**config.mk**
```make
export PLATFORM = sky130hd
export DESIGN_NAME = mem_bus_arbiter
export DESIGN_NICKNAME = d
export VERILOG_FILES = /design/src/rtl/mem_bus_arbiter.sv
export SDC_FILE = /design/constraint.sdc
export NUM_CORES = 1
export LEC_CHECK = 0
export ABC_CLOCK_PERIOD_IN_PS = 4400
export CAP_MARGIN = 20
export CORE_AREA = 2 2 121 123
export DETAILED_ROUTE_END_ITERATION = 8
export DIE_AREA = 0 0 123 125
export HOLD_SLACK_MARGIN = 0.05
export MAX_ROUTING_LAYER = met4
export PLACE_DENSITY = 0.8
export SLEW_MARGIN = 20
export SYNTH_ARGS = -nofsm -noshare
export SYNTH_HDL_FRONTEND = slang
export SYNTH_SLANG_ARGS = --single-unit
```
**constraint.sdc**
```tcl
create_clock -name clk -period 4.4 [get_ports clk]
set_clock_uncertainty 0.15 [all_clocks]
set_input_delay 0.88 -clock clk [delete_from_list [all_inputs] [get_ports clk]]
set_output_delay 0.88 -clock clk [all_outputs]
set_load 0.1 [all_outputs]
```
**src/rtl/mem_bus_arbiter.sv**
```systemverilog
// ---------------------------------------------------------------------------
// mem_bus_arbiter
//   Shares one memory/IO bus between the CPU data port (m0) and a second
//   master (m1). The arbiter latches the winning request and drives a
//   req/ready handshake to the slave. Read data comes back with a one-cycle
//   ack pulse. A transfer that sees no s_ready for TIMEOUT cycles is aborted
//   with err.
//
//   Ports
//     clk, rst_n                  clock, asynchronous active-low reset
//     mX_req/addr/ctrl/wd         requester X: request held until ack, payload
//     mX_ack/err/rd               requester X: completion pulse, timeout
//                                 flag, read data (valid with ack)
//     s_req/addr/ctrl/wd/we       slave side: request and latched payload
//     s_rd, s_ready               slave side: read data and completion
//     grant                       owner of current/last transfer (1 = m1)
//     busy                        transfer in progress (XFER or DONE)
//
//   State | meaning
//   IDLE  | waiting for a request; arbitrates and latches payload
//   XFER  | s_req high, waiting for s_ready or timeout
//   DONE  | ack (and err) pulse to the granted requester
// ---------------------------------------------------------------------------
module mem_bus_arbiter #(
    parameter int ADDR_W      = 32,
    parameter int DATA_W      = 32,
    parameter int CTRL_W      = 4,
    parameter bit ROUND_ROBIN = 1'b1,
    parameter int TIMEOUT     = 16
) (
    input  logic              clk,
    input  logic              rst_n,

    input  logic              m0_req,
    input  logic [ADDR_W-1:0] m0_addr,
    input  logic [CTRL_W-1:0] m0_ctrl,
    input  logic [DATA_W-1:0] m0_wd,
    output logic              m0_ack,
    output logic              m0_err,
    output logic [DATA_W-1:0] m0_rd,

    input  logic              m1_req,
    input  logic [ADDR_W-1:0] m1_addr,
    input  logic [CTRL_W-1:0] m1_ctrl,
    input  logic [DATA_W-1:0] m1_wd,
    output logic              m1_ack,
    output logic              m1_err,
    output logic [DATA_W-1:0] m1_rd,

    output logic              s_req,
    output logic [ADDR_W-1:0] s_addr,
    output logic [CTRL_W-1:0] s_ctrl,
    output logic [DATA_W-1:0] s_wd,
    output logic              s_we,
    input  logic [DATA_W-1:0] s_rd,
    input  logic              s_ready,

    output logic              grant,
    output logic              busy
);

    localparam int CNT_W = (TIMEOUT > 2) ? $clog2(TIMEOUT) : 1;
    localparam logic [CNT_W-1:0] CNT_LAST = CNT_W'(TIMEOUT - 1);

    typedef enum logic [1:0] {
        IDLE = 2'd0,
        XFER = 2'd1,
        DONE = 2'd2
    } state_t;

    state_t            state;
    logic [CNT_W-1:0]  cnt;
    logic [DATA_W-1:0] rdata;
    logic              pick_m1;

    // m1 wins when it is the only requester, or on a tie when round-robin
    // is enabled and m0 owned the previous transfer.
    assign pick_m1 = m1_req && (!m0_req || (ROUND_ROBIN && !grant));

    assign s_we  = s_req & s_ctrl[0];
    assign m0_rd = rdata;
    assign m1_rd = rdata;

    always_ff @(posedge clk or negedge rst_n) begin
        if (!rst_n) begin
            state  <= IDLE;
            cnt    <= '0;
            rdata  <= '0;
            s_req  <= 1'b0;
            s_addr <= '0;
            s_ctrl <= '0;
            s_wd   <= '0;
            m0_ack <= 1'b0;
            m1_ack <= 1'b0;
            m0_err <= 1'b0;
            m1_err <= 1'b0;
            busy   <= 1'b0;
            // Starting at m1 makes the first tie go to m0 under round-robin.
            grant  <= 1'b1;
        end else begin
            m0_ack <= 1'b0;
            m1_ack <= 1'b0;
            m0_err <= 1'b0;
            m1_err <= 1'b0;
            case (state)
                IDLE: begin
                    if (m0_req || m1_req) begin
                        grant  <= pick_m1;
                        s_addr <= pick_m1 ? m1_addr : m0_addr;
                        s_ctrl <= pick_m1 ? m1_ctrl : m0_ctrl;
                        s_wd   <= pick_m1 ? m1_wd   : m0_wd;
                        s_req  <= 1'b1;
                        busy   <= 1'b1;
                        cnt    <= '0;
                        state  <= XFER;
                    end
                end
                XFER: begin
                    // s_ready takes priority over an expiring counter.
                    if (s_ready) begin
                        rdata  <= s_rd;
                        s_req  <= 1'b0;
                        m0_ack <= !grant;
                        m1_ack <= grant;
                        state  <= DONE;
                    end else if (cnt == CNT_LAST) begin
                        rdata  <= '0;
                        s_req  <= 1'b0;
                        m0_ack <= !grant;
                        m1_ack <= grant;
                        m0_err <= !grant;
                        m1_err <= grant;
                        state  <= DONE;
                    end else begin
                        cnt <= cnt + 1'b1;
                    end
                end
                DONE: begin
                    busy  <= 1'b0;
                    state <= IDLE;
                end
                default: begin
                    s_req <= 1'b0;
                    busy  <= 1'b0;
                    state <= IDLE;
                end
            endcase
        end
    end

endmodule

```
==> results of run 1 <==
## sequential cells by signal, summed over array words and instances (netlist names), 2 cells and up
name / cells
cnt: 4
m0_rd: 32
s_addr: 32
s_ctrl: 4
s_wd: 32
state: 2
## layer usage
layer  vias to the layer above  share of wire  global-route usage
li1                       2164              -                   -
met1                      2264           0.39               0.250
met2                       210           0.51               0.375
met3                        28          0.074              0.0616
met4                         0          0.024              0.0809
met5                         -              0                   -
## per-stage QoR
| stage | hold WS [ns] | util | instance area, sq um | instances | setup slack (ns) |
|---|---|---|---|---|---|
| final | 0.337 | 0.620 | 8810 | 923 | 1.20 |
| after global routing | 0.371 | 0.620 | 8810 | 923 | 1.14 |
| after CTS | 0.344 | 0.620 | 8800 | 923 | 1.18 |
| after detailed placement | 0.334 | 0.575 | 8170 | 892 | 1.48 |
| after global placement | 0.330 | 0.575 | 8170 | 892 | 1.55 |
| after floorplan | 0.328 | - | 5220 | 463 | 1.59 |
## final timing paths
kind | startpoint | end | slack, ns | cells after the start
hold reg to reg | s_addr[9] | s_addr[9] | 0.34 | 2
hold / removal | s_addr[9] | s_addr[9] | 0.34 | 2
setup / recovery | grant | grant | 1.20 | 1
max in group asynchronous | rst_n | s_wd[31] | 2.78 | 2
setup reg to reg | cnt[0] | m0_rd[10] | 2.25 | 4
min in group asynchronous | rst_n | s_addr[24] | 0.37 | 1
## cell type report
cell class / count / area share
clock inverters: 11 / 0.0182
clock buffers: 20 / 0.0530
repair buffers: 316 / 0.360
well taps: 184 / 0.0261
flip-flops and latches: 113 / 0.321
multi-input cells: 274 / 0.220
inverters: 5 / 0.00213
## kinds of logic (layout without fill, tap and decap cells)
| group | count (synthesis) | after routing |
|---|---|---|
| adder cells (fa/ha/maj) | 1 | 1 |
| flip-flops | 113 | 113 |
| XOR/XNOR | 1 | 1 |
| AND/OR/NAND/NOR | 20 | 20 |
| multiplexers | 69 | 69 |
| AO/OA/AOI/OAI | 183 | 183 |
| buffers and inverters | 76 | 352 |
## cell usage after synthesis, drive strengths merged
library cell  number  share of area
o21ai            141           0.14
or3b               1         0.0017
buf               52          0.076
nand2              2         0.0014
o221ai             1         0.0017
o221a              1         0.0022
a22o              32          0.054
nor2               4         0.0029
inv                5         0.0036
or3                1         0.0012
a31o               1         0.0017
ha                 1         0.0024
and2               2         0.0024
dfrtp            112           0.54
a22oi              1         0.0014
nand2b             1         0.0012
or2                1         0.0012
xor2               1         0.0017
a21oi              2         0.0019
a21boi             2         0.0029
and3               2         0.0024
nor3b              1         0.0014
a31oi              1         0.0012
dfstp              1         0.0050
nand3              2         0.0019
nor3               2         0.0019
nor2b              1         0.0017
o22ai              1         0.0024
clkbuf            19          0.014
mux2i             69           0.13
==> impl_metrics.json, run 1 <==
{
  "outcome": "finished clean",
  "synthMuxAreaShare": 0.132,
  "grt_max_degree": 82,
  "fill_cells": 1133,
  "report.final.hold_viol_count": 0,
  "cts_hold_buf": 0,
  "insertion_delay_ns": 0.40,
  "final_common_cell": "clkdlybuf4s50_1",
  "synthesis.nets": 637,
  "die_w_microns": 123,
  "grt_overflow_total": 0,
  "synth_compound_area_frac": 0.207,
  "gp_congestion": 0.777,
  "drtIter0Drc": 138,
  "crit_family": "buffers and inverters",
  "final_max_slew_viol_count": 0,
  "num_rows": 44,
  "yosys_warnings": 0,
  "cts_made_buffers": 17,
  "hp-class": "reg -> reg",
  "port_buffers": 312,
  "ant_nets": 0,
  "start_util": 0.367,
  "post-route-period-util": 0.728,
  "fmax_mhz": 312,
  "core_area_sq_um": 14200,
  "cp-end-kind": "output port",
  "ys_ff_latch": 113,
  "finalSetupTns_ns": 0,
  "cts_root_buffer": "clkbuf_16",
  "maxSlewHeadroom": 0.299,
  "rsz0062_at_grt": "no",
  "diodes": 0,
  "dp_hpwl_microns": 11500,
  "synthesis.area_sq_um": 5220,
  "cts_setup_buffers": 0,
  "yosysSeqAreaShare": 0.542,
  "critPathLaunchType": "flip-flop",
  "area_growth_pct": 68.9,
  "cts_tree": "yes",
  "crit_buf_inv": 1,
  "dieArea_sq_um": 15400,
  "drt_wl_total_microns": 16300,
  "synthSimpleGateAreaFrac": 0.0214,
  "synth_fa_ha_area_frac": 0.00240,
  "drv_cap": 0,
  "ios": 313,
  "cts_buffer_depth": 2,
  "cp_max_fo": 7,
  "chipHeight_microns": 125,
  "drc": 0,
  "multi_input_area_sq_um": 1930,
  "synthCells": 463,
  "cp.arrival_ns": 2.17,
  "slowest_delay_ns": 1.16,
  "worst_slew_pin_slew_ns": 1.05,
  "final_nets": 901,
  "cts_resized": 0,
  "worstPathRequired_ns": 3.37,
  "crit_type": "reg -> out",
  "synth_xor_area_frac": 0.00168,
  "dr.pass1.iters": 4,
  "seq_area_sq_um": 2830,
  "fin_crit_ns": 3.20,
  "clk_pin_slew_worst_paths_ns": 0.05,
  "drive_gt1_frac": 0.0622,
  "grt_pass1_vias": 5008,
  "grt_antenna_before_repair": 0,
  "cts.sinks": 113,
  "via_count": 4666,
  "vias_per_cell": 5.06,
  "wl_per_cell_microns": 17.6,
  "cp_cell_sequence": "clkdlybuf4s50_1",
  "cts_max_level": 4,
  "syn_area_per_cell_sq_um": 11.3,
  "grtUsageTotal": 0.222,
  "synth_top_family_by_area": "compound AO/OA/AOI/OAI gates",
  "synthDistinctLibCells": 36,
  "cp_slowest_cell": "clkdlybuf4s50_1",
  "final_cell_mix": "311 x clkdlybuf4s50_1, 112 x dfrtp_1, 103 x o21ai_0",
  "grt_pass1_wl_microns": 25800,
  "report.final.setup_viol": 0
}
Power of run 1 is left out: the tool's default activity adds up to more than one toggle a clock period on the data nets, which glitch-free logic cannot reach.
==> run 2, diff against run 1 <==
--- a/config.mk
+++ b/config.mk
@@ -5,7 +5,7 @@
 export SDC_FILE = /design/constraint.sdc
 export NUM_CORES = 1
 export LEC_CHECK = 0
-export ABC_CLOCK_PERIOD_IN_PS = 4400
+export ABC_CLOCK_PERIOD_IN_PS = 3300
 export CAP_MARGIN = 20
 export CORE_AREA = 2 2 121 123
 export DETAILED_ROUTE_END_ITERATION = 8
==> constraint.sdc (replaced) <==
create_clock -name clk -period 3.3 [get_ports clk]
set_clock_uncertainty 0.15 [all_clocks]
set_input_delay 0.66 -clock clk [delete_from_list [all_inputs] [get_ports clk]]
set_output_delay 0.66 -clock clk [all_outputs]
set_load 0.1 [all_outputs]
==> run 2 against run 1 <==
Effect of this change:
- critical path depth rose by 4
- core utilization down 1.4 points
- cell count is 1.8% higher
- die area unchanged
- non-clock buffer count up 16
- critical endpoint is now s_wd[0]
- largest cell class unchanged
==> impl_metrics.json, run 2 (synthesis results as in run 1) <==
{
  "drv_cap": 0,
  "stdcell_count": 940,
  "port_buffers": 312,
  "core_area_sq_um": 14200,
  "final_common_cell": "clkdlybuf4s50_1",
  "dieArea_sq_um": 15400,
  "ios": 313,
  "maxSlewHeadroom": 0.590,
  "drtIter0Drc": 172,
  "grt_antenna_before_repair": 0,
  "grt_pass1_vias": 5034,
  "fmax_mhz": 428,
  "dp_hpwl_microns": 12500,
  "clk_pin_slew_worst_paths_ns": 0.05,
  "met3_length_microns": 1300,
  "grt_max_degree": 54,
  "final_cell_mix": "171 x clkdlybuf4s50_1, 159 x buf_4, 112 x dfrtp_1",
  "rrSetupSlack_ns": 1.33,
  "regToRegEndpoint": "m0_rd[13]",
  "cp_cell_sequence": "clkdlybuf4s50_1 -> a21boi_4 -> buf_4 -> mux2i_1 -> o21ai_1",
  "hp-class": "in -> async",
  "endpoint": "s_wd[0]",
  "seq_area_sq_um": 2830,
  "report.final.setup_viol": 0,
  "report.final.hold_viol_count": 0,
  "cp.arrival_ns": 2.46,
  "insertion_delay_ns": 0.41,
  "chipHeight_microns": 125,
  "drt_wl_total_microns": 16800,
  "cts_resized": 0,
  "drive_gt1_frac": 0.265,
  "wl_met2_microns": 8950,
  "via_count": 4836,
  "cts_buffer_depth": 2,
  "start_util": 0.367,
  "post-route-period-util": 0.708,
  "worstPathRequired_ns": 3.43,
  "cts_setup_buffers": 0,
  "reg2reg_from": "cnt[0]",
  "cts_hold_buf": 0,
  "cts_root_buffer": "clkbuf_16",
  "cts_max_level": 4,
  "cts_made_buffers": 17,
  "critPathLaunchType": "input pin",
  "cts_tree": "yes",
  "vias_per_cell": 5.14,
  "diodes": 0,
  "worst_slew_pin_slew_ns": 0.613,
  "place_inst": 908,
  "finalSetupTns_ns": 0,
  "fill_cells": 1183,
  "grt_pass1_wl_microns": 25600,
  "die_w_microns": 123,
  "final_max_slew_viol_count": 0,
  "met1_length_microns": 6150,
  "top_layer_used": "met4",
  "wl_per_cell_microns": 17.9,
  "ff2ff_path_depth": 5,
  "outcome": "finished clean",
  "grt_overflow_total": 0,
  "drc": 0,
  "area_growth_pct": 65.1,
  "slowest_delay_ns": 0.61,
  "fin_crit_ns": 2.34,
  "cp_slowest_cell": "clkdlybuf4s50_1",
  "num_rows": 44,
  "rsz0062_at_grt": "no",
  "crit_type": "in -> reg",
  "ant_nets": 0,
  "gp_congestion": 0.855,
  "multi_input_area_sq_um": 1930,
  "dr.pass1.iters": 4,
  "crit_path_start": "m1_req",
  "grtUsageTotal": 0.224,
  "cp_max_fo": 14,
  "cp-end-kind": "flip-flop",
  "cts.sinks": 113,
  "final_nets": 917
}
run 2: final cells by class:
type | count | area share
inverter | 5 | 0.00218
clock buffer | 22 | 0.0551
multi-input combinational | 274 | 0.224
tap | 184 | 0.0267
timing repair buffer | 332 | 0.342
sequential | 113 | 0.329
clock inverter | 10 | 0.0209
run 2: routing by layer:
metal / vias up / GRT usage
li1: 2206 / -
met1: 2351 / 0.235
met2: 249 / 0.387
met3: 30 / 0.0639
met4: 0 / 0.0949
met5: - / -
run 2: worst min-delay path by stage:
stage | endpoint | depth (start not counted) | slack (ns)
after floorplan | busy | 0 | 0.21
after global placement | s_addr[10] | 2 | 0.33
after detailed placement | s_addr[10] | 2 | 0.35
after CTS | m0_rd[10] | 1 | 0.08
after global routing | m0_rd[10] | 1 | 0.1
final | m0_rd[10] | 1 | 0.07
run 2: worst max-delay path: cells and delay by family:
kind                   cells  cell delay (ns)
buffers and inverters      2             0.91
AOI/OAI and AO/OA          2             0.66
muxes                      1             0.22
run 2: per-stage QoR:
step	worst slack, ns	hold WS, ns	area [sq um]	utilization
detailed placement	0.560	0.347	7950	0.560
CTS	0.955	0.0806	8610	0.606
global route	0.866	0.0959	8610	0.606
finish	0.964	0.0722	8610	0.606
floorplan	0.713	0.214	5220	-
global placement	0.593	0.333	7950	0.560
Power of run 2 is left out for the same reason.
